[src/rtl/uart_byte_tx.sv]
// uart_byte_tx: byte FIFO feeding an 8N1 UART transmitter (LSB first, idle-high).
// Optional even parity bit between data bit 7 and stop: define UART_TX_PARITY_EN.
// Every bit (start, data, parity, stop) is held for DIV clk cycles.

module uart_byte_tx #(
    parameter int unsigned DIV        = 236,
    parameter int unsigned FIFO_DEPTH = 4
) (
    input  logic                          clk,
    input  logic                          rst_n,
    input  logic                          tx_valid,
    input  logic [7:0]                    tx_data,
    output logic                          tx_ready,
    output logic                          txd,
    output logic                          busy,
    output logic [$clog2(FIFO_DEPTH):0]   fifo_level
);

    localparam int unsigned AW = $clog2(FIFO_DEPTH);
    localparam int unsigned PW = AW + 1;
    localparam int unsigned CW = $clog2(DIV);
    localparam logic [CW-1:0] CNT_LOAD = CW'(DIV - 1);

    typedef enum logic [2:0] {
        IDLE,
        START,
        DATA,
`ifdef UART_TX_PARITY_EN
        PARITY,
`endif
        STOP
    } state_t;

    state_t         state;
    logic [CW-1:0]  cnt;
    logic [2:0]     bit_idx;
    logic [7:0]     shreg;
`ifdef UART_TX_PARITY_EN
    logic           par_bit;
`endif

    logic [7:0]     mem [FIFO_DEPTH];
    logic [PW-1:0]  wr_ptr;
    logic [PW-1:0]  rd_ptr;
    logic           empty;
    logic           full;
    logic           push;
    logic           pop;
    logic [7:0]     head;

    assign empty      = (wr_ptr == rd_ptr);
    assign full       = (wr_ptr[AW-1:0] == rd_ptr[AW-1:0]) && (wr_ptr[AW] != rd_ptr[AW]);
    assign tx_ready   = !full;
    assign push       = tx_valid && !full;
    assign head       = mem[rd_ptr[AW-1:0]];
    assign fifo_level = wr_ptr - rd_ptr;
    assign busy       = (state != IDLE) || !empty;

    // A byte leaves the FIFO when idle, or at the very end of a stop bit so frames abut.
    assign pop = !empty && ((state == IDLE) || ((state == STOP) && (cnt == '0)));

    // FIFO storage; contents need no reset since the pointers gate every read.
    always_ff @(posedge clk) begin
        if (push) begin
            mem[wr_ptr[AW-1:0]] <= tx_data;
        end
    end

    // FIFO pointers, each with a wrap bit above the index.
    always_ff @(posedge clk or negedge rst_n) begin
        if (!rst_n) begin
            wr_ptr <= '0;
            rd_ptr <= '0;
        end else begin
            if (push) begin
                wr_ptr <= wr_ptr + PW'(1);
            end
            if (pop) begin
                rd_ptr <= rd_ptr + PW'(1);
            end
        end
    end

    // Frame sequencer: bit timing down-counter, shift register and registered txd.
    always_ff @(posedge clk or negedge rst_n) begin
        if (!rst_n) begin
            state   <= IDLE;
            txd     <= 1'b1;
            cnt     <= '0;
            bit_idx <= '0;
            shreg   <= '0;
`ifdef UART_TX_PARITY_EN
            par_bit <= 1'b0;
`endif
        end else begin
            case (state)
                IDLE: begin
                    txd <= 1'b1;
                    if (pop) begin
                        shreg <= head;
`ifdef UART_TX_PARITY_EN
                        par_bit <= ^head;
`endif
                        cnt   <= CNT_LOAD;
                        txd   <= 1'b0;
                        state <= START;
                    end
                end
                START: begin
                    if (cnt == '0) begin
                        cnt     <= CNT_LOAD;
                        txd     <= shreg[0];
                        bit_idx <= '0;
                        state   <= DATA;
                    end else begin
                        cnt <= cnt - CW'(1);
                    end
                end
                DATA: begin
                    if (cnt == '0) begin
                        cnt <= CNT_LOAD;
                        if (bit_idx == 3'd7) begin
`ifdef UART_TX_PARITY_EN
                            txd   <= par_bit;
                            state <= PARITY;
`else
                            txd   <= 1'b1;
                            state <= STOP;
`endif
                        end else begin
                            bit_idx <= bit_idx + 3'd1;
                            shreg   <= {1'b0, shreg[7:1]};
                            txd     <= shreg[1];
                        end
                    end else begin
                        cnt <= cnt - CW'(1);
                    end
                end
`ifdef UART_TX_PARITY_EN
                PARITY: begin
                    if (cnt == '0) begin
                        cnt   <= CNT_LOAD;
                        txd   <= 1'b1;
                        state <= STOP;
                    end else begin
                        cnt <= cnt - CW'(1);
                    end
                end
`endif
                STOP: begin
                    if (cnt == '0) begin
                        if (pop) begin
                            shreg <= head;
`ifdef UART_TX_PARITY_EN
                            par_bit <= ^head;
`endif
                            cnt   <= CNT_LOAD;
                            txd   <= 1'b0;
                            state <= START;
                        end else begin
                            txd   <= 1'b1;
                            state <= IDLE;
                        end
                    end else begin
                        cnt <= cnt - CW'(1);
                    end
                end
                default: begin
                    txd   <= 1'b1;
                    state <= IDLE;
                end
            endcase
        end
    end

endmodule

[config.mk]
export PLATFORM = sky130hd
export DESIGN_NAME = uart_byte_tx
export DESIGN_NICKNAME = d
export VERILOG_FILES = /design/src/rtl/uart_byte_tx.sv
export SDC_FILE = /design/constraint.sdc
export NUM_CORES = 1
export LEC_CHECK = 0
export ABC_AREA = 1
export CORE_ASPECT_RATIO = 2
export CORE_MARGIN = 10
export CORE_UTILIZATION = 54
export DETAILED_ROUTE_END_ITERATION = 8
export PLACE_DENSITY = 0.79
export SLEW_MARGIN = 20
export SYNTH_ARGS = -nofsm -noshare
export SYNTH_HDL_FRONTEND = slang
export SYNTH_SLANG_ARGS = --single-unit
[constraint.sdc]
create_clock -name clk -period 2.27 [get_ports clk]
set_clock_uncertainty 0.2 [all_clocks]
set_input_delay 0.5675 -clock clk [delete_from_list [all_inputs] [get_ports clk]]
set_output_delay 0.5675 -clock clk [all_outputs]
set_load 0.03 [all_outputs]
Yosys cells after proc, flatten, opt, wreduce, memory -nomap -nowiden
Memory sizes are Yosys's and may differ from the RTL's.
Cells that the tools add are included.
Word-level totals
  word-level logic and storage cells: 73
  memories kept: 1
  memory bits (writable): 32
  bits of input ports: 11
  output and inout port bits: 6
  bits in registers: 29
Memories
  mem: depth 4, bits a word 8, rd ports 1, clocked after memory_dff 0, wr ports 1, line 42  | logic [7:0] mem [FIFO_DEPTH];
Cells by class
  equality and inequality tests: 13
  reduce and logical (&&, ||, !) cells: 19
  multiplexer cells: 28
  $add $sub $neg: 5
Operators with widths (count)
  $mux 8: 7
  $pmux 8 s3: 2
  $mux 3: 8
  $pmux 3 s4: 1
  $ne 2x2->1 const B: 5
  $add 3x1->3 const B: 3
  $reduce_bool 3->1: 3
  $logic_not 8->1: 1
  $mux 1: 8
  $reduce_and 4->1: 2
  $sub 8x1->8 const B: 1
  $eq 3x2->1 const B: 2
  $pmux 3 s2: 1
  $reduce_and 5->1: 1
  $logic_and 1x1->1: 4
  $pmux 1 s4: 1
  $eq 3x1->1 const B: 1
  $eq 3x3->1: 1
  $eq 3x3->1 const B: 1
  $logic_not 3->1: 1
  $reduce_and 3->1: 1
  $sub 3x3->3: 1
  $eq 2x2->1: 1
  $logic_not 1->1: 2
  other kinds (5): 6

Logic depth before layout (Yosys ltp)
Gate-level depths: netlist (run 1).
  word-level depth: 7
  mapped depth: 13
  mapped depth without buffers: 12

Worst setup path before layout (run 1)
No wires, ideal clock.
  kind: reg2reg
  start: register rd_ptr[1]
  end: memory mem[3][0] (enable)
  data required time: 1695 ps
  clock period less this slack: 2661 ps
  buffers on the path: 1
  arrival: 2086 ps
  cell stages (with the launch flop): 7
  path slack: -391 ps
  setup time: 375 ps
  cells stage by stage: dfrtp_1 > buf_2 > clkinv_1 > ha_1 > nand4_1 > nand2_1 > nor2_1
Between the ends
  word-level cells in the longest chain between the ends: 6
Ends and longest elaborated chain
  start: declaration: line 44  | logic [PW-1:0] rd_ptr;
  start signal: assignment: line 79  | rd_ptr <= rd_ptr + PW'(1);
  $eq 2x2->1: line 52  | assign full = (wr_ptr[AW-1:0] == rd_ptr[AW-1:0]) && (wr_ptr[AW] != rd_ptr[AW]);
  $logic_and 1x1->1: line 52
  $logic_not 1->1
  net tx_ready: line 13  | output logic tx_ready,
  $logic_and 1x1->1: line 54  | assign push = tx_valid && !full;
  $mux 1: line 64  | if (push) begin
  $mux 1 (implied by the code): line 65  | mem[wr_ptr[AW-1:0]] <= tx_data;
  end: declaration: line 42
The timed path passes the listed nets, and every way through them passes these cells.

Final worst setup path (run 1)
  start: register wr_ptr[0]
  end: output fifo_level[1]
Between the ends
  word-level cells in the longest chain between the ends: 1
Ends and longest elaborated chain
  start: declaration: line 43  | logic [PW-1:0] wr_ptr;
  start signal: assignment: line 76  | wr_ptr <= wr_ptr + PW'(1);
  $sub 3x3->3: line 56  | assign fifo_level = wr_ptr - rd_ptr;
  end: declaration: line 16  | output logic [$clog2(FIFO_DEPTH):0] fifo_level
Every way passes these cells.

==> flow_metrics.tcl, run 1 <==
set metrics [dict create \
    outcome "finished, violations left" \
    violations "negative setup slack" \
    start_util_pct 55.93 \
    grt_overflow 0 \
    combinationalPowerShare_pct 27.5 \
    io_buffers 16 \
    placed_cells 399 \
    r2r-start "cnt[0]" \
    vias 2347 \
    clkPwrFrac_pct 26.4 \
    clkLatencyLatePin_ns 0.34 \
    viasPerCell 5.496 \
    die_w_um 73.21 \
    clock-root-buffer "clkbuf_8" \
    crit_path_top_delay_cell "fa_2" \
    synth.area.top_cells "edfxtp_1, dfrtp_1, nand2_1" \
    yosys.area.top_type "edfxtp_1" \
    relSlewSlack_pct 64.19 \
    layout.cells.non_filler 427 \
    period_share_pct 105.8 \
    syn_nets 350 \
    required_ns 1.50 \
    ios 17 \
    rows 38 \
    crit_fanout 2 \
    p_leak_nw 1.618 \
    routed_wl_mm 6.281 \
    numCtsBuffers 9 \
    insertedDiodeCount 0 \
    worstMarginPinSlew_ns 0.5331 \
    clkTransAtPathRegs_ns 0.06 \
    syn_area_per_cell_um2 9.497 \
    fin_crit_ns 2.403 \
    cp.arrival_ns 1.64 \
    yosys.cell_count.top_type "nand2_1" \
    hp-start "shreg[4]" \
    ant_nets 0 \
    synth.ff_latch_count 60 \
    rsz0062_at_grt "true" \
    power.density_mw_per_mm2 798.1 \
    crit_path_start "wr_ptr[0]" \
    setup_slack_ns -0.1328 \
    setup_viol 2 \
    cts_tree "done" \
    dr.pass1.iters 4 \
    ys.flop_type "edfxtp_1" \
    grt_max_degree 29 \
    htree_levels 3 \
    syn_area_mm2 0.003058 \
    grt_usage_pct 14.18 \
    dpl-instance-area_mm2 0.003354 \
    syn_inst 322 \
    cts_hold_buf 0 \
    switching_share_pct 30.53 \
    crit_chain "inv_2 > ha_4 > fa_2 > inv_2 > buf_6" \
    drive_gt1_share_pct 19.35 \
    grt_pass1_wl_mm 10.23 \
    cts_num_sinks 60 \
    cp_common_cell "inv_2" \
    async_reset_ff_share_pct 46.67 \
    end_kind "output pin" \
    die_h_um 126.4 \
    criticalPathCategory "flip-flop to output pin" \
    clock.fmax_ghz 0.4162 \
    hpwlAfterDp_mm 4.488 \
    p_int_w 0.002027 \
    grt_pass1_vias 2361 \
    synth_cell_types 32 \
    hp-class "flip-flop to flip-flop" \
    die-area_mm2 0.009255 \
    drtIter0Drc 123 \
    finalHoldViolations 0 \
    cts_max_path_buffers 2 \
    max_cap_viol_count 0 \
    fin_nets 390 \
    synth.yosys.seq_area_share_pct 54.38 \
    max_stage_delay_ns 0.53 \
    synthTopCellsByCount "nand2_1, edfxtp_1, inv_1, dfrtp_1, nand3_1" \
    ys.warnings.count 0 \
    post_drt_wl_per_cell_um 14.71 \
    setup.worst_path.start_class "flip-flop" \
    synth_edf_count 32 \
    report.final.slew_viol_count 0 \
    netSwitchingPower_w 0.0008907 \
    core_area_mm2 0.005468 \
    area_delta_synth_final_pct 19.56 \
    fill_cells 406 \
    routabilityCongestion 0.8717 \
    drc 0 \
    vdd_drop_max_uv 1007 \
    power_frac_seq_pct 46.1 \
    antenna_found_initial 0 \
    setup_tns_ns -0.2091 \
    synth_top_area_share_pct 31.42 \
    design_area_mm2 0.003656 \
]
==> worst paths after layout <==
kind / cells past startpoint / slack (ns) / end
worst max register to register: 11 / 0.12 / shreg[0]
worst min-delay path: 2 / 0.28 / shreg[4]
worst max-delay path: 5 / -0.13 / fifo_level[1]
max in group asynchronous: 2 / 1.16 / txd
worst min register to register: 2 / 0.28 / shreg[4]
min in group asynchronous: 2 / 0.40 / cnt[2]
==> kinds of logic after synthesis <==
logic type	Yosys count	synth area share, %
buffers and inverters	42	5.401
DFF	60	54.38
and+or+nand+nor	140	20.25
adders and majority gates	17	7.201
AOI/OAI and AO/OA	55	10.47
xor gates and xnor gates	8	2.291
==> routing by layer <==
layer	up-vias	share of wire, %	GRT usage [%]
li1	1158	-	-
met1	1137	36	12.48
met2	37	58	26.28
met3	15	3.2	4.137
met4	0	3.2	8.539
met5	-	0	0
==> power by group through the flow <==
stage | logic (W) | registers, W | clock network (W)
final | 0.000801 | 0.00135 | 0.000772
after global routing | 0.000874 | 0.00135 | 0.000849
after CTS | 0.000742 | 0.00134 | 0.000804
after detailed placement | 0.000625 | 0.00137 | 0
after global placement | 0.000616 | 0.00137 | 0
after floorplan | 0.000434 | 0.00136 | 0
==> layout by cell type (no fill, tap or decap) <==
cell type / instances
clkdlybuf4s50_1: 10
clkbuf_8: 9
nor2_1: 18
o21ai_4: 2
a221oi_1: 1
inv_1: 25
ha_2: 1
clkinv_2: 4
clkbuf_1: 2
nand2_4: 3
dfrtp_2: 1
nand2_1: 78
xor2_1: 6
a21oi_1: 21
buf_4: 21
fa_2: 1
dfrtp_1: 26
nor3_4: 1
dlygate4sd2_1: 1
inv_2: 7
xnor2_2: 1
xnor2_1: 1
buf_6: 4
nor3_1: 2
o31ai_1: 6
ha_1: 13
edfxtp_1: 32
a31oi_1: 2
nand3_1: 23
o21ai_0: 20
clkinv_1: 1
or2_1: 1
clkinvlp_4: 3
o22ai_1: 1
o21ai_1: 2
nand4_1: 4
ha_4: 2
nand2_2: 4
dfstp_2: 1
nor2_4: 6
==> flip-flops by register name, indices dropped and copies added, names as in the netlist <==
| signal | cells |
|---|---|
| cnt | 8 |
| wr_ptr | 3 |
| mem | 32 |
| rd_ptr | 3 |
| state | 2 |
| txd | 1 |
| shreg | 8 |
| bit_idx | 3 |
==> final cells by class <==
type                            instances  area (um^2)  share of cell area (%)
Multi-Input combinational cell        220         1308                   35.76
Clock buffer                           11        131.4                   3.593
Clock inverter                          5        28.78                  0.7871
Tap cell                               60        75.07                   2.053
Timing Repair Buffer                   36        311.5                   8.522
Inverter                               35        137.6                   3.765
Sequential cell                        60         1664                   45.52
==> what timing repair did <==
action,4_1_cts,5_1_grt
endpoints found under the hold margin,0,0
buffers inserted,6,6
gates resized for setup,9,9
pin swaps,1,3
setup endpoints to repair,5,15
==> metrics by stage <==
step                worst slack [ns]  power, W  utilization (%)  hold WS, ns
floorplan                    0.01408  0.001793                -      0.07191
global placement              0.1134  0.001983            61.35       0.2583
detailed placement           0.06004  0.001996            61.35       0.2643
CTS                          -0.1190  0.002889            65.68       0.2848
global route                 -0.1692  0.003077            66.87       0.3023
finish                       -0.1328  0.002918            66.87       0.2823
==> critical path, delay by kind of cell, from the launching register on <==
family                   cells  cell delay [ns]
buffers and inverters        3             0.24
flip-flops                   1             0.38
adder cells (fa/ha/maj)      2             0.68
Power figures use the tool's default switching activity.
==> run 2: changes to the inputs <==
Settings changed: ABC_AREA 1 to 0.
==> flow_metrics.tcl, run 2 <==
set metrics [dict create \
    syn_area_mm2 0.003143 \
    hp-class "flip-flop to flip-flop" \
    synth.yosys.seq_area_share_pct 52.91 \
    hp-start "txd" \
    setup_slack_ns -0.1048 \
    seqCellArea_mm2 0.001663 \
    crit_fanout 2 \
    ant_nets 0 \
    crit_path_start "wr_ptr[0]" \
    cts_hold_buf 0 \
    clock-root-buffer "clkbuf_16" \
    dr.pass1.iters 4 \
    worstMarginPinSlew_ns 0.4554 \
    finish.utilization_pct 69.63 \
    synth.ff_latch_count 60 \
    grt_usage_pct 16.22 \
    design_area_mm2 0.003975 \
    grt_pass1_wl_mm 11.66 \
    worst-path-buf-inv 3 \
    numCtsBuffers 9 \
    hpwlAfterDp_mm 5.275 \
    cts_tree "done" \
    fill_cells 396 \
    netSwitchingPower_w 0.0009353 \
    placed_cells 343 \
    async_reset_ff_share_pct 46.67 \
    outcome "finished, violations left" \
    rsz0062_at_grt "true" \
    dpl-instance-area_mm2 0.003585 \
    synthTopCellsByCount "edfxtp_1, dfrtp_1, inv_1, ha_1, o21ai_0" \
    syn_area_per_cell_um2 13.04 \
    synth.area.top_cells "edfxtp_1, dfrtp_1, ha_1" \
    cts_num_sinks 60 \
    ys.flop_type "edfxtp_1" \
    syn_nets 269 \
    area_delta_synth_final_pct 26.47 \
    io_buffers 16 \
    viasPerCell 6.294 \
    clkPwrFrac_pct 37.9 \
    routabilityCongestion 0.8863 \
    power.density_mw_per_mm2 876.9 \
    period_share_pct 104.6 \
    max_cap_viol_count 0 \
    setup.worst_path.start_class "flip-flop" \
    crit_path_top_delay_cell "fa_2" \
    p_leak_nw 1.577 \
    drive_gt1_share_pct 28.38 \
    die_h_um 127.9 \
    rows 39 \
    yosys.area.top_type "edfxtp_1" \
    drc 0 \
    p_int_w 0.002550 \
    r2r-start "cnt[0]" \
    cts_max_path_buffers 2 \
    ios 17 \
    final_common_cell "buf_4" \
    relSlewSlack_pct 69.32 \
    synth_edf_count 32 \
    ys.warnings.count 0 \
    die_w_um 73.95 \
    cp.arrival_ns 1.61 \
    combinationalPowerShare_pct 23.5 \
    core_area_mm2 0.005709 \
    die-area_mm2 0.009457 \
    clkTransAtPathRegs_ns 0.05 \
    vias 2291 \
    place_ws_ns 0.05604 \
    grt_overflow 0 \
    htree_levels 3 \
    fin_nets 326 \
    max_stage_delay_ns 0.53 \
    report.final.slew_viol_count 0 \
    final_cell_mix "buf_4, edfxtp_1, dfrtp_1, inv_1, o21ai_0" \
    yosys.cell_count.top_type "edfxtp_1" \
    crit_chain "inv_1 > ha_2 > fa_2 > inv_2 > buf_6" \
    synth_cell_types 60 \
    finalHoldViolations 0 \
    end_kind "output pin" \
    crit_family "adder cells" \
    post_drt_wl_per_cell_um 19.85 \
    insertedDiodeCount 0 \
    antenna_found_initial 0 \
    power_frac_seq_pct 38.6 \
    drtIter0Drc 137 \
    criticalPathCategory "flip-flop to output pin" \
    clkLatencyLatePin_ns 0.33 \
    whs_ns 0.3127 \
    required_ns 1.50 \
    violations "negative setup slack" \
    grt_max_degree 29 \
    synth_top_area_share_pct 30.57 \
    largest_reg_flops 32 \
    start_util_pct 55.05 \
    multiInputGateArea_mm2 0.001405 \
    switching_share_pct 26.83 \
    vdd_drop_max_uv 973.1 \
    clock.fmax_ghz 0.4211 \
    grt_pass1_vias 2423 \
    fin_crit_ns 2.375 \
    layout.cells.non_filler 364 \
    syn_inst 241 \
    routed_wl_mm 7.226 \
    setup_viol 2 \
]
==> run 2: repair_timing <==
item	in CTS	in global routing
pin swaps	3	2
resized for setup	10	9
buffers inserted	4	1
setup endpoints to repair	4	14
==> run 2: area by class of cell <==
class	instances	area share, %
multi-input combinational	157	35.35
clock buffer	10	5.760
tap	61	1.920
timing repair buffer	53	11.90
sequential	60	41.83
inverter	17	1.605
clock inverter	6	1.637
==> run 2: layer usage <==
metal	GRT usage (%)	routed length, um	vias to the layer above
met4	10.14	283	0
met5	0	0	-
met1	14.95	2437	1141
li1	-	-	1053
met3	4.109	269	22
met2	29.59	4235	75
==> run 2: metrics by stage <==
step | power [W] | setup TNS [ns]
final | 0.003486 | -0.1570
after global routing | 0.003632 | -0.2356
after CTS | 0.003489 | -0.2071
after detailed placement | 0.002076 | 0
after global placement | 0.002053 | 0
after floorplan | 0.001761 | 0
==> run 2: worst paths after layout <==
kind,slack (ns),endpoint,cells past startpoint
worst min register to register,0.31,txd,2
worst min-delay path,0.31,txd,2
worst max-delay path,-0.10,fifo_level[1],5
min in group asynchronous,0.43,cnt[1],2
worst max register to register,0.07,cnt[0],7
max in group asynchronous,1.12,txd,2
==> run 2: worst register-to-register path: stages, from the launching register on <==
cell	delay, ns
dfrtp_1	0.37
inv_1	0.06
ha_1	0.20
nor3b_2	0.34
nand2_1	0.16
buf_4	0.17
a221oi_1	0.39
o221a_2	0.25
==> run 2: power groups by stage <==
stage | sequential [W] | combinational (W) | clock, W
after floorplan | 0.00136 | 0.000404 | 0
after global placement | 0.00136 | 0.000689 | 0
after detailed placement | 0.00138 | 0.000699 | 0
after CTS | 0.00135 | 0.000801 | 0.00134
after global routing | 0.00135 | 0.000881 | 0.00140
final | 0.00135 | 0.000818 | 0.00132
==> run 2: kinds of logic after synthesis <==
logic type	after synthesis	share of synthesized area, %
AND/OR/NAND/NOR	61	11.31
AO/OA/AOI/OAI	62	15.49
buffers and inverters	24	4.339
adder cells (fa/ha/maj)	17	7.006
multiplexers	10	7.006
XOR/XNOR	7	1.951
flip-flops	60	52.91
==> run 3: changes to the inputs <==
Settings changed: CORE_MARGIN 10 to 2, SLEW_MARGIN 20 to 15.
==> flow_metrics.tcl, run 3 (same netlist as run 2, synthesis figures left out) <==
set metrics [dict create \
    outcome "finished, violations left" \
    violations "negative setup slack" \
    use_met3_pct 5.923 \
    rsz0062_at_grt "true" \
    grt_busiest_layer "met2" \
    drive_gt1_share_pct 28.33 \
    final_common_cell "buf_4" \
    drc 0 \
    hp-class "flip-flop to flip-flop" \
    core_area_mm2 0.005660 \
    die_h_um 111.9 \
    dpl-instance-area_mm2 0.003535 \
    end_kind "output pin" \
    finish.utilization_pct 70.20 \
    setup_viol 2 \
    routabilityCongestion 0.8988 \
    grt_usage_pct 24.43 \
    criticalPathCategory "flip-flop to output pin" \
    dr.pass1.iters 4 \
    switching_share_pct 26.35 \
    power_frac_seq_pct 37.3 \
    cp.arrival_ns 1.60 \
    power.density_mw_per_mm2 906.0 \
    place_ws_ns 0.03154 \
    area_delta_synth_final_pct 26.43 \
    ant_nets 0 \
    p_int_w 0.002652 \
    largest_reg_flops 32 \
    cts_hold_buf 0 \
    die_w_um 57.95 \
    setup_tns_ns -0.1465 \
    clkTransAtPathRegs_ns 0.06 \
    ios 17 \
    drtIter0Drc 101 \
    required_ns 1.50 \
    clock-root-buffer "clkbuf_16" \
    grt_pass1_wl_mm 11.63 \
    clkPwrFrac_pct 40.8 \
    numCtsBuffers 9 \
    final_cell_mix "buf_4, edfxtp_1, dfrtp_1, o21ai_0" \
    netSwitchingPower_w 0.0009486 \
    relSlewSlack_pct 68.72 \
    max_cap_viol_count 0 \
    io_buffers 16 \
    placed_cells 338 \
    grt_pass1_vias 2423 \
    period_share_pct 104.2 \
    design_area_mm2 0.003974 \
    use_met2_pct 43.48 \
    hpwlAfterDp_mm 4.888 \
    antenna_found_initial 0 \
    rows 39 \
    fill_cells 383 \
    vias 2261 \
    fin_crit_ns 2.365 \
    die-area_mm2 0.006483 \
    report.final.slew_viol_count 0 \
    vdd_drop_max_uv 804.7 \
    setup.worst_path.start_class "flip-flop" \
    start_util_pct 55.53 \
    grt_max_degree 29 \
    finalHoldViolations 0 \
    grt_overflow 0 \
    viasPerCell 6.263 \
    fin_nets 323 \
    cts_max_path_buffers 2 \
    crit_fanout 2 \
    cts_num_sinks 60 \
    routed_wl_mm 6.959 \
    clock.fmax_ghz 0.4228 \
    clkLatencyLatePin_ns 0.33 \
    htree_levels 3 \
    met1_usage_pct 24.15 \
    layout.cells.non_filler 361 \
    post_drt_wl_per_cell_um 19.28 \
    cts_tree "done" \
    combinationalPowerShare_pct 21.9 \
    worstMarginPinSlew_ns 0.4642 \
    p_leak_nw 1.576 \
    insertedDiodeCount 0 \
    setup_slack_ns -0.09513 \
]
[run 3: power by group through the flow]
stage               registers (W)  logic (W)  clock network (W)
finish                    0.00134   0.000788            0.00147
global route              0.00136   0.000859            0.00154
CTS                       0.00135   0.000789            0.00149
detailed placement        0.00137   0.000663                  0
global placement          0.00137   0.000656                  0
floorplan                 0.00136   0.000404                  0
[run 3: worst max-delay path, stage by stage, from the launching register on]
cell	delay, ns
dfrtp_1	0.41
ha_4	0.17
fa_2	0.52
inv_2	0.04
buf_6	0.12
[run 3: worst paths after layout]
check	slack, ns	cells past startpoint	from	endpoint
setup / recovery	-0.1	4	rd_ptr[0]	fifo_level[1]
hold / removal	0.32	1	wr_ptr[2]	wr_ptr[2]
setup reg to reg	0.12	7	state[0]	shreg[6]
hold reg to reg	0.32	1	wr_ptr[2]	wr_ptr[2]
max in group asynchronous	1.13	2	rst_n	txd
min in group asynchronous	0.41	2	rst_n	cnt[2]
[run 3: final cells by class]
type | instances | area [um^2] | area share [%]
timing repair buffer | 50 | 437.9 | 11.02
multi-input combinational | 157 | 1409 | 35.45
tap | 61 | 76.32 | 1.921
clock inverter | 7 | 98.84 | 2.487
sequential | 60 | 1663 | 41.84
inverter | 17 | 63.81 | 1.606
clock buffer | 9 | 225.2 | 5.668
[run 3: layer usage]
layer | vias up | share of wire [%]
li1 | 1045 | -
met1 | 1119 | 33
met2 | 64 | 58
met3 | 33 | 3.6
met4 | 0 | 5.4
met5 | - | 0
[run 3: through the flow]
stage	power [W]	hold slack, ns
CTS	0.003627	0.3232
global route	0.003750	0.3341
detailed placement	0.002036	0.3003
global placement	0.002021	0.3059
finish	0.003600	0.3210
floorplan	0.001761	0.07191
[run 3: what timing repair did]
item,CTS,global route
buffers inserted,6,1
pin swaps,2,1
gates resized for setup,13,5
endpoints found under the setup margin,5,10
